File: config.mk
export PLATFORM = sky130hd
export DESIGN_NAME = benes_dist_pipe
export DESIGN_NICKNAME = d
export VERILOG_FILES = /design/src/rtl/benes_pkg.sv /design/src/rtl/benes_level.sv /design/src/rtl/benes_dist_pipe.sv
export SDC_FILE = /design/constraint.sdc
export NUM_CORES = 2
export LEC_CHECK = 0
export CAP_MARGIN = 20
export CORE_UTILIZATION = 65
export CTS_BUF_LIST = sky130_fd_sc_hd__clkbuf_2
export DETAILED_ROUTE_END_ITERATION = 10
export PLACE_DENSITY_LB_ADDON = 0.1
export SKIP_LAST_GASP = 1
export SYNTH_ARGS = -nofsm -noshare
export SYNTH_HDL_FRONTEND = slang
export SYNTH_SLANG_ARGS = --single-unit
File: constraint.sdc
create_clock -name clk -period 3.1 [get_ports clk]
set_clock_uncertainty 0.1 [all_clocks]
set_input_delay 0.62 -clock clk [delete_from_list [all_inputs] [get_ports clk]]
set_output_delay 0.62 -clock clk [all_outputs]
set_load 0.02 [all_outputs]
File: src/rtl/benes_pkg.sv
// Shared definitions for the pipelined Benes distribution network.
//
// Provides the derived-size helpers (switch level count, config width),
// the partner distance of each inner switch level, the rule that decides
// which levels are followed by a pipeline register, and the default lane
// type.
package benes_pkg;

  localparam int DATA_TYPE_DEF = 16;

  typedef logic [DATA_TYPE_DEF-1:0] lane_t;

  // Input buffer + 2*log2(N)-1 butterfly levels + final pair-swap level.
  function automatic int calc_levels(input int num_pes);
    return 2 * $clog2(num_pes) + 1;
  endfunction

  // Two bits (select, gate) per lane for each inner level, one per lane
  // for the final level.
  function automatic int calc_mux_w(input int num_pes);
    return 2 * (calc_levels(num_pes) - 2) * num_pes + num_pes;
  endfunction

  // Inner levels fold inward then outward: for 8 lanes 4,2,1,2,4.
  function automatic int partner_dist(input int num_pes, input int level);
    int d;
    d = (level - 1) - ($clog2(num_pes) - 1);
    if (d < 0) d = -d;
    return 1 << d;
  endfunction

  // The last level is always registered so the output never has a
  // combinational path from the input lanes.
  function automatic bit has_stage_reg(input int level, input int pipe_every,
                                       input int levels);
    return (((level + 1) % pipe_every) == 0) || (level == levels - 1);
  endfunction

  function automatic int calc_latency(input int levels, input int pipe_every);
    return (levels + pipe_every - 1) / pipe_every;
  endfunction

endpackage

File: src/rtl/benes_level.sv
// One combinational switch level of the Benes distribution network.
//
// Parameters:
//   LEVEL  - level index; 0 is the input buffer (pass-through), LEVELS-1 is
//            the final pair-swap level, everything between is an inner level
//   DIST   - partner distance (lane i pairs with lane i XOR DIST)
// Ports:
//   cfg_i  - config slice for this level; inner levels use {gate,sel} per
//            lane, the final level uses only the low NUM_PES select bits
//   data_i - incoming lanes, lane 0 at LSBs
//   data_o - switched lanes
module benes_level
  import benes_pkg::*;
#(
  parameter int DATA_TYPE = 16,
  parameter int NUM_PES   = 8,
  parameter int LEVELS    = calc_levels(NUM_PES),
  parameter int LEVEL     = 0,
  parameter int DIST      = 1
) (
  input  logic [2*NUM_PES-1:0]         cfg_i,
  input  logic [NUM_PES*DATA_TYPE-1:0] data_i,
  output logic [NUM_PES*DATA_TYPE-1:0] data_o
);

  // The input buffer ignores its config and the final level only reads the
  // lower half; fold the slice so the leftover bits are visibly consumed.
  logic cfg_unused;
  assign cfg_unused = ^cfg_i;

  for (genvar i = 0; i < NUM_PES; i++) begin : g_lane
    localparam int P = i ^ DIST;
    logic sel;
    logic gate;

    if (LEVEL == 0) begin : g_in
      assign sel  = 1'b0;
      assign gate = 1'b0;
    end else if (LEVEL == LEVELS - 1) begin : g_fin
      assign sel  = cfg_i[i];
      assign gate = 1'b0;
    end else begin : g_inner
      assign sel  = cfg_i[2*i];
      assign gate = cfg_i[2*i+1];
    end

    assign data_o[i*DATA_TYPE +: DATA_TYPE] =
        gate ? '0 :
        (sel ? data_i[P*DATA_TYPE +: DATA_TYPE] : data_i[i*DATA_TYPE +: DATA_TYPE]);
  end

endmodule

File: src/rtl/benes_dist_pipe.sv
// Pipelined Benes distribution network with valid/ready flow control.
//
// Routes NUM_PES lanes of DATA_TYPE bits through LEVELS switch levels. The
// active mux config is sampled when a beat is accepted and travels with the
// beat, so a config load never disturbs beats already in the pipe. All-zero
// config is identity routing.
//
// Ports:
//   clk, rst        - clock, asynchronous active-low reset
//   i_cfg_valid     - load i_cfg_mux_bus into the active config register
//   i_cfg_mux_bus   - mux config (MUX_W bits)
//   i_valid/o_ready - input beat handshake, i_data_bus lane 0 at LSBs
//   o_valid/i_ready - output beat handshake, o_dist_bus routed lanes
//   o_pkt_count     - delivered beat count
//
// Build option: define BENES_PERF_CNT_EN to enable the 16-bit delivered-beat
// counter on o_pkt_count; otherwise o_pkt_count is tied to zero.
module benes_dist_pipe
  import benes_pkg::*;
#(
  parameter int DATA_TYPE  = 16,
  parameter int NUM_PES    = 8,
  parameter int LEVELS     = calc_levels(NUM_PES),
  parameter int MUX_W      = calc_mux_w(NUM_PES),
  parameter int PIPE_EVERY = 1
) (
  input  logic                         clk,
  input  logic                         rst,
  input  logic                         i_cfg_valid,
  input  logic [MUX_W-1:0]             i_cfg_mux_bus,
  input  logic                         i_valid,
  input  logic [NUM_PES*DATA_TYPE-1:0] i_data_bus,
  output logic                         o_ready,
  output logic                         o_valid,
  output logic [NUM_PES*DATA_TYPE-1:0] o_dist_bus,
  input  logic                         i_ready,
  output logic [15:0]                  o_pkt_count
);

  localparam int BUS_W = NUM_PES * DATA_TYPE;

  logic [MUX_W-1:0] cfg_q;
  logic             en;

  // pipe_*[j] is what level j sees; pipe_data/pipe_vld[LEVELS] is the output.
  logic [BUS_W-1:0] pipe_data [LEVELS+1];
  logic             pipe_vld  [LEVELS+1];
  logic [MUX_W-1:0] pipe_cfg  [LEVELS];

  always_ff @(posedge clk or negedge rst) begin
    if (!rst) begin
      cfg_q <= '0;
    end else if (i_cfg_valid) begin
      cfg_q <= i_cfg_mux_bus;
    end
  end

  // Single global enable: the whole pipe stalls together, bubbles included.
  assign en      = !o_valid || i_ready;
  assign o_ready = en;

  assign pipe_data[0] = i_data_bus;
  assign pipe_vld[0]  = i_valid;
  assign pipe_cfg[0]  = cfg_q;

  for (genvar j = 0; j < LEVELS; j++) begin : g_lvl
    localparam int DIST = ((j == 0) || (j == LEVELS - 1)) ? 1 : partner_dist(NUM_PES, j);

    logic [2*NUM_PES-1:0] lvl_cfg;
    logic [BUS_W-1:0]     lvl_data_sw;

    if (j == 0) begin : g_cfg_in
      assign lvl_cfg = '0;
    end else if (j == LEVELS - 1) begin : g_cfg_fin
      logic cfg_unused;
      assign cfg_unused = ^pipe_cfg[j][MUX_W-NUM_PES-1:0];
      assign lvl_cfg    = {{NUM_PES{1'b0}}, pipe_cfg[j][MUX_W-1 -: NUM_PES]};
    end else begin : g_cfg_inner
      assign lvl_cfg = pipe_cfg[j][2*NUM_PES*(j-1) +: 2*NUM_PES];
    end

    benes_level #(
      .DATA_TYPE (DATA_TYPE),
      .NUM_PES   (NUM_PES),
      .LEVELS    (LEVELS),
      .LEVEL     (j),
      .DIST      (DIST)
    ) u_level (
      .cfg_i  (lvl_cfg),
      .data_i (pipe_data[j]),
      .data_o (lvl_data_sw)
    );

    if (has_stage_reg(j, PIPE_EVERY, LEVELS)) begin : g_reg
      logic [BUS_W-1:0] data_q;
      logic             vld_q;

      always_ff @(posedge clk or negedge rst) begin
        if (!rst) begin
          data_q <= '0;
          vld_q  <= 1'b0;
        end else if (en) begin
          data_q <= lvl_data_sw;
          vld_q  <= pipe_vld[j];
        end
      end

      assign pipe_data[j+1] = data_q;
      assign pipe_vld[j+1]  = vld_q;

      // Config is dead after the final level, so it is not carried further.
      if (j < LEVELS - 1) begin : g_cfg_reg
        logic [MUX_W-1:0] cfg_stage_q;

        always_ff @(posedge clk or negedge rst) begin
          if (!rst) begin
            cfg_stage_q <= '0;
          end else if (en) begin
            cfg_stage_q <= pipe_cfg[j];
          end
        end

        assign pipe_cfg[j+1] = cfg_stage_q;
      end
    end else begin : g_comb
      // Only reachable for j < LEVELS-1: the final level is always registered.
      assign pipe_data[j+1] = lvl_data_sw;
      assign pipe_vld[j+1]  = pipe_vld[j];
      assign pipe_cfg[j+1]  = pipe_cfg[j];
    end
  end

  assign o_valid    = pipe_vld[LEVELS];
  assign o_dist_bus = pipe_data[LEVELS];

`ifdef BENES_PERF_CNT_EN
  logic [15:0] pkt_cnt_q;
  logic [15:0] pkt_cnt_d;

  always_comb begin
    pkt_cnt_d = pkt_cnt_q;
    if (o_valid && i_ready) begin
      pkt_cnt_d = pkt_cnt_q + 16'd1;
    end
  end

  always_ff @(posedge clk or negedge rst) begin
    if (!rst) begin
      pkt_cnt_q <= '0;
    end else begin
      pkt_cnt_q <= pkt_cnt_d;
    end
  end

  assign o_pkt_count = pkt_cnt_q;
`else
  assign o_pkt_count = '0;
`endif

endmodule

==> qor.txt <==
io pins = 367
Num CTS Buffers = 334
post-synth top area share = 54.3%
fin nets = 5353
Overflow after GRT = 0
unrepaired setup endpoints after global routing = yes
Clock Path Buffers = 4
CTS root buf = clkbuf_2
Worst-Margin Slew = 1150 ps
Final period util = 100%
register area share after synthesis = 54.3%
DR WL/cell = 26.0 um
Post-Place Cell Area = 62800 um2
Leak = 31.4 nW
Final Hold Fails = 0
Rel. slew slack = 23.5%
vias = 41300
Yosys cell types = 15
kind of critical path = flop to flop
Hold WC Path Type = input pin to flop
die height = 303 um
Critical R2R Launch = o_valid
Yosys warning count = 0
port buffer count = 350
Final setup viols = 2
Cell Count, Final, Fillers Out = 6504
Detail Route Antenna Nets = 0
WL final = 169000 um
FMAX = 0.321 GHz
DRC = 0
Die ar. = 91900 um2
Crit. Startpoint = o_valid
max_cap viols = 0
CTS H-tree lvls = 5
global-route wire length before repair = 257000 um
crit end category = flop
clock slew at reported path FFs = 120 ps
min Tclk post-route = 3110 ps
Inst Count DP = 5605
Worst VDD drop = 0.961 mV
Synth Register Bits = 1279
RD Place Congestion = 0.937
startpoint types = flop
Layout area overhead = 17.3%
largest net degree at the start of global routing = 228
fin area = 69200 um2
crit path max fanout = 43
via/cell ratio = 6.35
WP data required = 4360 ps
initial detailed-routing violation count = 4340
Die W = 303 um
status = complete, but fails checks
Initial Utilization = 65.6%
Hold Startpoint = i_data_bus[13]
fraction of layout cells with a size suffix above 1 = 19.7%
Site Rows = 110
leading area contributor after synthesis = dfrtp_1
initial antenna violation count = 5
gr usage total = 37.2%
Synth Area per Inst = 13.3 um2
drt pass-1 iters = 6
failing checks = setup timing
hpwl dp = 108000 um
Max Slew Vio Count = 0
Clock Latency Late Sink = 1560 ps
core area = 89900 um2
top cells by area, synth = dfrtp_1, mux2i_1, nand3b_1
Synth Instances = 4445
Reg2Reg Setup Slack = -10 ps
CTS tree = yes
Data arrival, critical path = 4370 ps
pwr/cell area = 869 nW/um2
vias in the first global route = 42200
final setup margin = -14.9 ps
clk sinks = 1279
Netlist Area Pre-Place = 59000 um2
stage by stage:
step	hold WS, ps	util, %	setup slack [ps]	setup TNS [ps]	power [mW]
floorplan	224	-	1130	0	40.2
global placement	360	69.9	614	0	47.4
detailed placement	366	69.9	598	0	48.1
CTS	0.936	76.8	-148	-5000	59.2
global route	15.3	76.9	-124	-443	62.8
finish	102	76.9	-14.9	-21.1	60.1
cells in the mapped netlist, drive strengths merged:
cell type	number
buf	345
clkbuf	131
conb	1
dfrtp	1279
inv	1
mux2	766
mux2i	640
nand2b	1
nand3b	640
nor2b	1
o31ai	640
repair_timing:
action | 4_1_cts | 5_1_grt
setup buffers | 4 | 1
endpoints found under the setup margin | 130 | 428
endpoints found under the hold margin | 2410 | 0
hold buffers | 359 | 0
gates cloned | 1 | 2
gates resized for setup | 257 | 9
path summary, 6_finish.rpt:
check	end	cells past startpoint
max in group asynchronous	g_lvl[1].g_reg.data_q[121]	6
min in group asynchronous	cfg_q[70]	4
max	g_lvl[3].g_reg.data_q[68]	7
max reg2reg	g_lvl[3].g_reg.data_q[68]	7
min	g_lvl[0].g_reg.data_q[13]	3
min reg2reg	o_valid	1
metal layers:
layer	up-vias	part of all wire, %	track usage [%]
met5	-	0.036	0
met4	8	4.5	17.3
met1	21000	40	48.9
met2	1870	49	59.8
li1	18100	-	-
met3	352	7.2	7.38
placed cells by master, fill, tap and decap left out, drive strengths merged:
master,count
nand3b,640
conb,16
nand2b,1
clkdlybuf4s50,217
clkdlybuf4s15,62
dlymetal6s4s,1
dfrtp,1279
inv,8
dlygate4sd2,57
diode,6
clkbuf,490
clkinv,30
mux2,766
dlygate4sd3,357
nor2b,1
buf,114
o31ai,640
bufinv,3
mux2i,640
cells by family after synthesis:
kind of cell    count (synthesis)  synth area share [%]
compound gates                640                  8.15
simple gates                  642                  8.17
mux                          1406                  25.5
buf+inv                       477                  3.88
other cells                     1               0.00636
flops                        1279                  54.3
worst max-delay path: stages, from the launching register on:
cell and delay [ps]:
dfrtp_4 430, nor2b_4 230, buf_4 170, dlygate4sd3_1 640
buf_4 330, buf_16 280, o31ai_1 130, dlygate4sd3_1 600
power breakdown:
part	total [mW]	switching, mW	internal, mW
clock network	11.1	6.72	4.33
logic	17.7	8.99	8.71
registers	31.3	9.18	22.2
total	60.1	24.9	35.2
state kept, by name, summed over array words and instances (netlist names):
register and flops:
g_lvl.g_reg.data_q 768, g_lvl.g_reg.g_cfg_reg.cfg_stage_q 288, o_dist_bus 128, cfg_q 88, g_lvl.g_reg.vld_q 6, o_valid 1
cell type report:
cell class | count | area (um2)
Clock buffer | 487 | 2440
Clock inverter | 39 | 228
Multi-Input combinational cell | 2704 | 24700
Timing Repair Buffer | 811 | 8250
Sequential cell | 1279 | 32000
Tap cell | 1176 | 1470
Timing Repair inverter | 1 | 6.26
Fill cell | 5790 | 20700
Inverter | 1 | 11.3
Antenna cell | 6 | 15.0
Note: power is estimated with default switching activity, not from simulation.
